**src/rtl/detect_sequencer.sv**
```systemverilog
// Runs a parallel pattern word, LSB first, through an external Moore sequence
// detector. Counts the steps after which the detector reports z=1 and records the first one.
module detect_sequencer #(
  parameter int unsigned LEN   = 16,
  parameter int unsigned CNT_W = 5
) (
  input  logic             Clock,
  input  logic             Reset,
  input  logic             start,
  input  logic [LEN-1:0]   pattern,
  input  logic             z_in,
  output logic             det_clr,
  output logic             det_step,
  output logic             w_out,
  output logic             busy,
  output logic             done,
  output logic             hit_any,
  output logic [CNT_W-1:0] hit_count,
  output logic [CNT_W-1:0] first_hit
);

  localparam logic [CNT_W-1:0] LAST_IDX = CNT_W'(LEN - 1);

  typedef enum logic [2:0] {
    S_IDLE,
    S_CLEAR,
    S_RUN,
    S_FLUSH,
    S_DONE
  } state_t;

  state_t           state;
  state_t           state_nxt;
  logic [LEN-1:0]   shreg;
  logic [CNT_W-1:0] idx;
  logic             sample_c;

  // State register
  always_ff @(posedge Clock) begin
    if (Reset) state <= S_IDLE;
    else       state <= state_nxt;
  end

  // Next-state logic
  always_comb begin
    state_nxt = state;
    case (state)
      S_IDLE:  if (start) state_nxt = S_CLEAR;
      S_CLEAR: state_nxt = S_RUN;
      S_RUN:   if (idx == LAST_IDX) state_nxt = S_FLUSH;
      S_FLUSH: state_nxt = S_DONE;
      S_DONE:  state_nxt = S_IDLE;
      default: state_nxt = S_IDLE;
    endcase
  end

  // Controls are decoded from the registered state; only det_clr also follows Reset
  assign det_clr  = Reset || (state == S_CLEAR);
  assign det_step = (state == S_RUN);
  assign w_out    = (state == S_RUN) && shreg[0];
  assign busy     = (state == S_CLEAR) || (state == S_RUN) || (state == S_FLUSH);
  assign done     = (state == S_DONE);

  // z_in reflects the step taken on the previous edge, so the bit being scored is idx-1.
  // idx runs on to LEN in FLUSH, so the last bit is scored there with the same rule.
  assign sample_c = ((state == S_RUN) && (idx != '0)) || (state == S_FLUSH);

  // Shift register, step index and hit bookkeeping
  always_ff @(posedge Clock) begin
    if (Reset) begin
      shreg     <= '0;
      idx       <= '0;
      hit_any   <= 1'b0;
      hit_count <= '0;
      first_hit <= '0;
    end else if (state == S_CLEAR) begin
      shreg     <= pattern;
      idx       <= '0;
      hit_any   <= 1'b0;
      hit_count <= '0;
      first_hit <= '0;
    end else begin
      if (state == S_RUN) begin
        shreg <= shreg >> 1;
        idx   <= idx + CNT_W'(1);
      end
      if (sample_c && z_in) begin
        hit_count <= hit_count + CNT_W'(1);
        if (!hit_any) begin
          hit_any   <= 1'b1;
          first_hit <= idx - CNT_W'(1);
        end
      end
    end
  end

endmodule

```
**config.mk**
```make
export PLATFORM = sky130hd
export DESIGN_NAME = detect_sequencer
export DESIGN_NICKNAME = d
export VERILOG_FILES = /design/src/rtl/detect_sequencer.sv
export SDC_FILE = /design/constraint.sdc
export NUM_CORES = 1
export LEC_CHECK = 0
export CAP_MARGIN = 20
export CELL_PAD_IN_SITES_DETAIL_PLACEMENT = 1
export CELL_PAD_IN_SITES_GLOBAL_PLACEMENT = 1
export CORE_UTILIZATION = 39
export CTS_CLUSTER_DIAMETER = 30
export DETAILED_ROUTE_END_ITERATION = 8
export HOLD_SLACK_MARGIN = 0.1
export PLACE_DENSITY = 0.88
export SLEW_MARGIN = 20
export SYNTH_ARGS = -nofsm -noshare
export SYNTH_HDL_FRONTEND = slang
export SYNTH_SLANG_ARGS = --single-unit
```
**constraint.sdc**
```tcl
create_clock -name Clock -period 2.65 [get_ports Clock]
set_input_delay 0.3975 -clock Clock [delete_from_list [all_inputs] [get_ports Clock]]
set_output_delay 0.3975 -clock Clock [all_outputs]
set_load 0.05 [all_outputs]
```
==> After elaboration in Yosys (flattened, before gate mapping) <==
Index checks and enable logic that the tools add are counted.
{ "classes": {"n_shift": 0, "n_reduce_logical": 13, "n_bitwise": 1, "add_sub_neg": 3, "div": 0, "eq_ne": 7, "n_mux": 5, "magnitude_cmp": 0, "mul": 0} }
{ "ops": {"columns": ["op", "count"], "rows": [
  ["2-to-1 mux 16 bit", 2],
  ["one-hot mux 3 bit (4 select lines)", 1],
  ["adder 5 x 1 -> 5 bit, second input constant", 2],
  ["equality test 3 x 2 -> 1 bit, second input constant", 2],
  ["2-to-1 mux 3 bit", 2],
  ["equality test 5 x 4 -> 1 bit, second input constant", 1],
  ["nonzero test 5 bit", 1],
  ["subtractor 5 x 1 -> 5 bit, second input constant", 1],
  ["logical OR 1 bit", 4],
  ["AND reduction 2 bit", 2],
  ["equality test 3 x 1 -> 1 bit, second input constant", 1],
  ["equality test 3 bit, second input constant", 1],
  ["logical AND 1 bit", 3],
  ["zero test 3 bit", 1],
  ["!= test 2 x 1 -> 1 bit, second input constant", 1],
  ["!= test 2 bit, second input constant", 1],
  ["nonzero test 2 bit", 1],
  ["OR reduction 2 bit", 1],
  ["inverter 1 bit", 1]
]} }
{ "word_totals": {"out_inout_bits": 16, "reg_bits": 35, "n_memories": 0, "latchBits": 0, "ramBits": 0, "romBits": 0} }

==> Longest topological paths before layout <==
{ "logic_depth": {"ltp_word": 5, "ltp_mapped": 8, "ltp_nobuf": 6} }

==> Least setup slack after synthesis <==
Ideal clock, no wire load.
{ "synth_timing": {"kind": "reg-to-output", "startpoint": "register state[0]", "endpoint": "output port w_out", "slack_ns": 0.587, "path_stages_with_launch": 7, "required_ns": 2.253, "arrival_ns": 1.665, "path_cell_list": "dfxtp_1 buf_6 or3b_1 buf_6 inv_6 buf_4 and2_1"} }
{ "synth_between": {"elab_chain_cells": 2} }
{ "synth_lines": {"columns": ["element", "line", "text"], "rows": [
  ["start: declaration", "32", "state_t state;"],
  ["start signal: assignment", "41", "else state <= state_nxt;"],
  ["equality test 3 x 2 -> 1 bit", null, null],
  ["net det_step", "13", "output logic det_step,"],
  ["logical AND 1 bit", "60", "assign w_out = (state == S_RUN) && shreg[0];"],
  ["end: declaration", "14", "output logic w_out,"]
]} }
The timed path passes the listed nets, and every way through them passes these cells.

==> Worst setup path after layout <==
{ "layout_timing": {"startpoint": "register state[1]", "endpoint": "output port w_out"} }
{ "layout_between": {"elab_chain_cells": 2} }
{ "layout_lines": {"columns": ["element", "line"], "rows": [
  ["equality test 3 x 2 -> 1 bit", "60"],
  ["logical AND 1 bit", "60"]
]} }
No other way between the ends.

==> impl_metrics.toml <==
[run_status]
outcome = "complete, no violations"

[logic_synthesis]
synth_sequential_area_ratio_pct = 43.9
post-synth-top-count-cell = "sky130_fd_sc_hd__dfxtp_1"
largest_cells_by_area_after_synthesis = "sky130_fd_sc_hd__dfxtp_1, sky130_fd_sc_hd__nor2_1, sky130_fd_sc_hd__nand2_1"
synth_edf_count = 0
synthDominantAreaCellType = "sky130_fd_sc_hd__dfxtp_1"
synth.cells.most_frequent = "sky130_fd_sc_hd__dfxtp_1, sky130_fd_sc_hd__nor2_1, sky130_fd_sc_hd__nand2_1"
synth_seq_cells = 35
synth.cell_area_um2 = 1600
yosys_warnings = 0
synthesis.instances = 179
synth_top_area_share_pct = 43.9
synthesized_net_count = 203
synthFlopType = "sky130_fd_sc_hd__dfxtp_1"
synth_area_per_cell_um2 = 8.92
synthDistinctLibCells = 36
async_reset_ff_share_pct = 0

[clock_tree]
clock_latency_on_the_worst_skew_pair_ns = 0.29
cts-root-buf = "sky130_fd_sc_hd__clkbuf_8"
postCtsHoldBufs = 0
tritoncts_num_sinks = 35
clock_tree_from_tritoncts = "built"
h-tree-depth = 2
ctsResizeCount = 0
clockBufferDepth = 2
cts_setup_buffers = 0
clkTransAtPathRegs_ns = 0.06
total_clock_buffers_created_by_cts = 5

[hold_path]
whs_path_depth = 2
timing.hold.worst.start = "shreg[0]"
worst_hold_path.endpoint = "shreg[0]"
hp-class = "register to register"

[global_route]
globalRouteTotalUtil_pct = 19.5
global_route_wire_length_before_repair_um = 6210
global_route.overflow_total = 0
grt_max_degree = 22
vias_in_the_first_global_route = 1330
grt_antenna_before_repair = 0

[die]
floorplan.rows = 22
dieWidth_um = 66.0
pin_count = 36
floorplan.initialDensity_pct = 42.0
full_die_area_um2 = 4350
chipHeight_um = 66.0
core_region_area_um2 = 3800

[final_layout]
layout-area-overhead-vs-synth_pct = 27.0
layoutNonFillerInstCount = 257
num-nets-final = 234
post-route-cell-area_um2 = 2030
drive_gt1_share_pct = 9.09
antenna-diode-count = 0

[placed_design]
total_instance_count_after_detailed_placement = 251
placement.setup.worst_slack_ns = 0.448
postPlaceCellArea_um2 = 1950
io_buffers = 35
dp_hpwl_um = 2730
gpl.final_weighted_congestion = 0.732

[timing]
post_route_worst_setup_slack_ns = 0.158
layout_worst_path_cycle_share_pct = 94.0
max_freq_ghz = 0.401
hold_viol_final = 0
setup_viol = 0
max-slew-margin-rel_pct = 59.8
worst_slew_pin_slew_ns = 0.603
hold_slack_ns = 0.464
setup_total_negative_slack_ns = 0
min_period_ns = 2.49
skew_ns = 0.00590
rsz0062_at_grt = "false"
timing_max_transition_violations_final = 0

[drt]
top_layer = "met4"
route.detailed.vias_per_inst = 5.18
drc = 0
met2RoutedLength_um = 1890
drt-met1-wl_um = 1610
drt_iter0_drc = 80
route.antenna.remaining_nets = 0
detail_route.wirelength_um = 3680
firstDrtPassIters = 4
detailroute.wirelength.met3_um = 103
via_count = 1331
drt-wirelength-per-cell_um = 14.3

[power]
irDropWorstVdd_mv = 0.280
leakagePower_nw = 0.718
power-per-cell-area_nw_per_um2 = 571

[setup_path]
cp_max_fo = 21
critical_path.startpoint_type = "register"
criticalPathCategory = "register to output port"
reg2reg_end = "first_hit[3]"
rr_startpoint = "idx[0]"
cp_data_required_time_ns = 2.25
endpoint_kind = "output port"
reg2regPathDepth = 6
arrival_ns = 2.09
ff2ff_setup_slack_ns = 0.64

[run]
maxCapViolCount = 0
## cell usage in the layout (no fill, tap or decap), drive strengths merged, types with 2 or more instances in the layout
cell type / count
dfxtp: 35
clkdlybuf4s50: 32
nor2: 32
nand2: 25
a211oi: 10
xnor2: 9
a311oi: 8
a21oi: 6
nor3: 6
clkbuf: 6
buf: 6
a22oi: 5
inv: 5
ha: 4
o22ai: 3
and2: 2
xor2: 2
nand3: 2
mux2i: 2
or3b: 2
nor3b: 2
## sequential cells by signal (all words and copies together) (netlist names)
register and cells:
shreg 16, first_hit 5, hit_count 5, idx 5, state 3, hit_any 1
## layout make-up
cell class / count / area (um2)
sequential: 35 / 701
multi-input combinational: 125 / 767
timing repair buffer: 38 / 403
inverter: 5 / 23.8
fill: 447 / 1770
tap: 48 / 60.1
clock buffer: 6 / 72.6
## report_power, final
part / total [mW] / internal (mW) / switching, mW
clock: 0.352 / 0.175 / 0.177
combinational: 0.219 / 0.0952 / 0.124
sequential: 0.585 / 0.559 / 0.0262
total: 1.16 / 0.829 / 0.327
## layer usage
| metal | track usage (%) | up-vias |
|---|---|---|
| li1 | - | 673 |
| met1 | 22.6 | 622 |
| met2 | 33.2 | 28 |
| met3 | 4.14 | 8 |
| met4 | 10.4 | 0 |
| met5 | 0 | - |
## worst max-delay path, cell delays in order, from the launching register on
cell,delay (ns)
sky130_fd_sc_hd__dfxtp_1,0.51
sky130_fd_sc_hd__or3b_1,0.66
sky130_fd_sc_hd__inv_6,0.27
sky130_fd_sc_hd__and2_1,0.21
sky130_fd_sc_hd__buf_12,0.15
## cells by family after synthesis
family          synth area share, %
fa+ha+maj                      3.13
mux                            1.25
xor+xnor                       6.03
compound gates                 15.2
simple gates                   22.4
buf+inv                        8.07
flops                          43.9
## stage by stage
| stage | total power [mW] | utilization [%] |
|---|---|---|
| 2_1_floorplan | 0.749 | - |
| 3_3_place_gp | 0.808 | 51.4 |
| 3_5_place_dp | 0.817 | 51.4 |
| 4_1_cts | 1.18 | 53.4 |
| 5_1_grt | 1.22 | 53.4 |
| 6_report | 1.16 | 53.4 |
## worst max-delay path by stage
stage,slack (ns),start,to
2_1_floorplan,0.59,state[0],w_out
3_3_place_gp,0.53,state[1],w_out
3_5_place_dp,0.45,state[1],w_out
4_1_cts,0.12,state[1],w_out
5_1_grt,0.05,state[1],w_out
6_report,0.16,state[1],w_out
(Power assumes the default switching activity.)
==> edit 1: new RTL, same settings <==
Put a register stage on the output `det_clr`, cleared by the reset. The value now appears one clock later. The other outputs are not delayed to match. Comments in the files are not updated.
--- a/src/rtl/detect_sequencer.sv
+++ b/src/rtl/detect_sequencer.sv
@@ -57,3 +57,9 @@
   // Controls are decoded from the registered state; only det_clr also follows Reset
-  assign det_clr  = Reset || (state == S_CLEAR);
+  always_ff @(posedge Clock) begin
+    if (Reset) begin
+      det_clr <= '0;
+    end else begin
+      det_clr <= Reset || (state == S_CLEAR);
+    end
+  end
   assign det_step = (state == S_RUN);
Behaviour: not the same (a bounded check fails within 4 cycles, from zero or initial values and one cycle with Reset high).
==> edit 1 against the original RTL <==
  * Final cell count rose by 2.3%
  * Total power grew 8.2%
  * First-iteration DRC count shrank 25%
  * Synthesized area increased by 6.3%
  * Via count is 0.60% higher
  * Sequential cell count up 1
  * Final area rose by 5.4%
  * Setup slack better by 0.26 ns
  * Routed wire length shrank 3.0%
  * Critical path depth did not move
  * Combinational power increased by 5%
==> edit 1: results <==
group,metric,value,unit
detailed_routing,wl,3.57,mm
worst_setup_path,regToRegStartpoint,"state[0]",
synthesis,synth_xor_area_share,5.68,%
layout,fillers,491,
placed_design,dp_hpwl,2.50,mm
power_and_ir_drop,ir_drop,0.000236,V
detailed_routing,wl_met3,118,um
worst_setup_path,cp_slowest_cell,"dfxtp_1",
synthesis,syn_nets,207,
placed_design,place_worst_setup_slack,0.722,ns
synthesis,syn_inst,183,
timing,tightestPinTransition,0.600,ns
layout,fin_cells,263,
placed_design,gp_congestion,0.713,
outcome,status,"complete, no violations",
timing,finalCritPeriodShare,84.3,%
worst_setup_path,reg2reg_depth,4,
synthesis,synthMuxAreaShare,1.18,%
detailed_routing,met1_length,1.72,mm
worst_setup_path,ff2ff_setup_slack,0.83,ns
global_routing,grt_max_degree,26,
global_routing,grt_use_total,18.1,%
hold_path,hp-start,"shreg[10]",
synthesis,synth-compound-area-share,17.1,%
synthesis,yosysUniqueCellTypes,33,
worst_setup_path,max_stage_delay,0.54,ns
synthesis,yosys-top-cells-area,"dfxtp_1, a311oi_2, nor2_1, nand2_1, xnor2_1",
layout,drive_gt1_share,12.7,%
detailed_routing,vias,1339,
global_routing,grt_pass1_wl,6.16,mm
hold_path,min_to,"shreg[10]",
[edit 1: cell types whose count changed after synthesis, sizes merged]
cell,before,now
nor3,6,7
dfxtp,35,36
nor2,32,35
o22ai,3,4
a22oi,5,3
clkbuf,3,5
buf,11,10
a21oi,6,4
a311oi,8,9
[edit 1: final cells by class]
| class | count | area (sq um) | area share (%) |
|---|---|---|---|
| clock buffers | 7 | 96.3 | 4.51 |
| inverters | 5 | 23.8 | 1.11 |
| multi-input cells | 127 | 840 | 39.3 |
| flip-flops and latches | 36 | 721 | 33.7 |
| well taps | 50 | 62.6 | 2.93 |
| repair buffers | 38 | 393 | 18.4 |
[edit 1: where the power goes]
group          total (mW)  internal (mW)  switching, mW
registers           0.605          0.576         0.0287
logic               0.230          0.100          0.130
clock network       0.415          0.231          0.184
[edit 1: routing by layer]
metal  vias up  GRT usage [%]
li1        686              -
met1       623           22.8
met2        28           28.7
met3         2           5.67
met4         0           6.25
met5         -              0
==> edit 2: new RTL, same flow settings <==
Made on the original files. The parameter `LEN` goes from 16 to 32.
--- a/src/rtl/detect_sequencer.sv
+++ b/src/rtl/detect_sequencer.sv
@@ -3,3 +3,3 @@
 module detect_sequencer #(
-  parameter int unsigned LEN   = 16,
+  parameter int unsigned LEN   = 32,
   parameter int unsigned CNT_W = 5
Interface: changed (resized pattern); port bits go from 36 to 52. No check against the original RTL was run, so the function may have changed too.
==> edit 2 against the original RTL <==
  * Synthesized area rose by 43%
  * Critical path depth is the same
  * Via count increased by 51%
  * Fmax grew 12%
  * Final area up 41%
  * Core utilization decreased by 2.0 points
  * Sequential cell count grew 16
  * Setup slack improved by 0.27 ns
  * Routed wire length grew 47%
  * Total power rose by 38%
  * Largest power group unchanged
==> edit 2: results <==
group,metric,value,unit
synthesis,ys.flop_type,"dfxtp_1",
clock_tree,cts_resized,0,
outcome,status,"complete, no violations",
synthesis,syn_inst,270,
global_routing,first_global_vias,2056,
detailed_routing,viasPerCell,5.27,
clock_tree,cts_buffers,5,
timing,finClkSkew,0.00804,ns
power_and_ir_drop,ir_drop,0.000219,V
worst_setup_path,path_delay_family,"simple AND/OR/NAND/NOR gates",
placed_design,port_buffers,51,
synthesis,synthMuxAreaShare,1.32,%
layout,largest_reg_flops,32,
hold_path,worstHoldPathType,"reg2reg",
synthesis,yosys-top-cells-area,"dfxtp_1, nand2_1, a311oi_1, nor2_1, xnor2_1",
synthesis,synth_xor_area_share,4.23,%
synthesis,yosysUniqueCellTypes,32,
synthesis,postSynth.asyncResetShare,0,%
clock_tree,root_buffer,"clkbuf_8",
detailed_routing,drt-wirelength-per-cell,14.2,um
worst_setup_path,cp.arrival,1.83,ns
clock_tree,clkTransAtPathRegs,0.09,ns
synthesis,synth_adder_area_share,2.20,%
clock_tree,cts_setup_buffers,0,
synthesis,synth-compound-area-share,17.1,%
global_routing,grt_max_degree,56,
layout,max_flop_register,"shreg",
global_routing,grt_pass1_wl,9.38,mm
placed_design,place_worst_setup_slack,0.653,ns
synthesis,ys_seq_area_share,44.8,%
clock_tree,cts_max_level,2,
layout,nNetsFinal,349,
worst_setup_path,max_stage_delay,0.49,ns
global_routing,antenna_found_initial,0,
global_routing,grt_use_total,19.0,%
placed_design,gp_congestion,0.721,
detailed_routing,wl,5.43,mm
timing,maxSlewHeadroom,63.5,%
clock_tree,clockBufferDepth,2,
layout,drive_gt1_share,6.77,%
power_and_ir_drop,p_leak,0.976,nW
placed_design,dp.cells,374,
clock_tree,clk_latency,0.30,ns
placed_design,dp_hpwl,3.74,mm
synthesis,synthTopCellsByCount,"nand2_1, dfxtp_1, nor2_1, a311oi_1, clkbuf_1",
worst_setup_path,cp_max_fo,35,
detailed_routing,first_pass_iters,4,
synthesis,syn_nets,310,
worst_setup_path,cp_slowest_cell,"dfxtp_1",
layout,diodes,0,
synthesis,yosys_warnings,0,
detailed_routing,drt-initial-drc-count,121,
==> edit 2: worst paths after layout <==
check	depth (start not counted)	start	to	slack (ns)
worst max-delay path	4	state[1]	w_out	0.43
worst min-delay path	2	shreg[0]	shreg[0]	0.47
worst max register to register	6	idx[0]	first_hit[2]	0.80
worst min register to register	2	shreg[0]	shreg[0]	0.47
==> edit 2: stage by stage <==
| stage | cell area [sq um] | utilization, % | power (mW) |
|---|---|---|---|
| after floorplan | 2280 | - | 1.08 |
| after global placement | 2780 | 49.9 | 1.17 |
| after detailed placement | 2780 | 49.9 | 1.18 |
| after CTS | 2860 | 51.3 | 1.61 |
| after global routing | 2860 | 51.3 | 1.68 |
| final | 2860 | 51.3 | 1.60 |
==> edit 2: power by group <==
group	switching [mW]	total [mW]	leakage, nW	internal (mW)
Sequential	0.0380	0.861	0.416	0.823
Clock	0.247	0.433	0.0422	0.186
Combinational	0.172	0.304	0.518	0.132
Total	0.456	1.60	0.976	1.14
==> edit 2: final cells by class <==
cell class	count	area (sq um)
clock buffer	7	76.3
clock inverter	1	5.00
fill	666	2710
inverter	5	23.8
multi-input combinational	191	1100
sequential	51	1020
tap	72	90.1
timing repair buffer	55	546
==> edit 2: worst register-to-register path, cell delays in order (launching register included) <==
cell and delay (ns):
dfxtp_1 0.47, inv_1 0.08, ha_1 0.23, nor3b_2 0.21, a211oi_4 0.43, nor2_1 0.08, a211oi_1 0.25
==> edit 2: layer usage <==
layer	vias up	share of wire, %	global-route usage, %
li1	1002	-	-
met3	9	3.2	4.19
met4	0	1.2	6.67
met5	-	0	0
met2	37	47	32.3
met1	965	49	23.6
==> edit 2: kinds of logic after synthesis <==
kind of cell	count (synthesis)
simple gates	128
mux	3
flops	51
buf+inv	28
xor+xnor	11
compound gates	45
fa+ha+maj	4
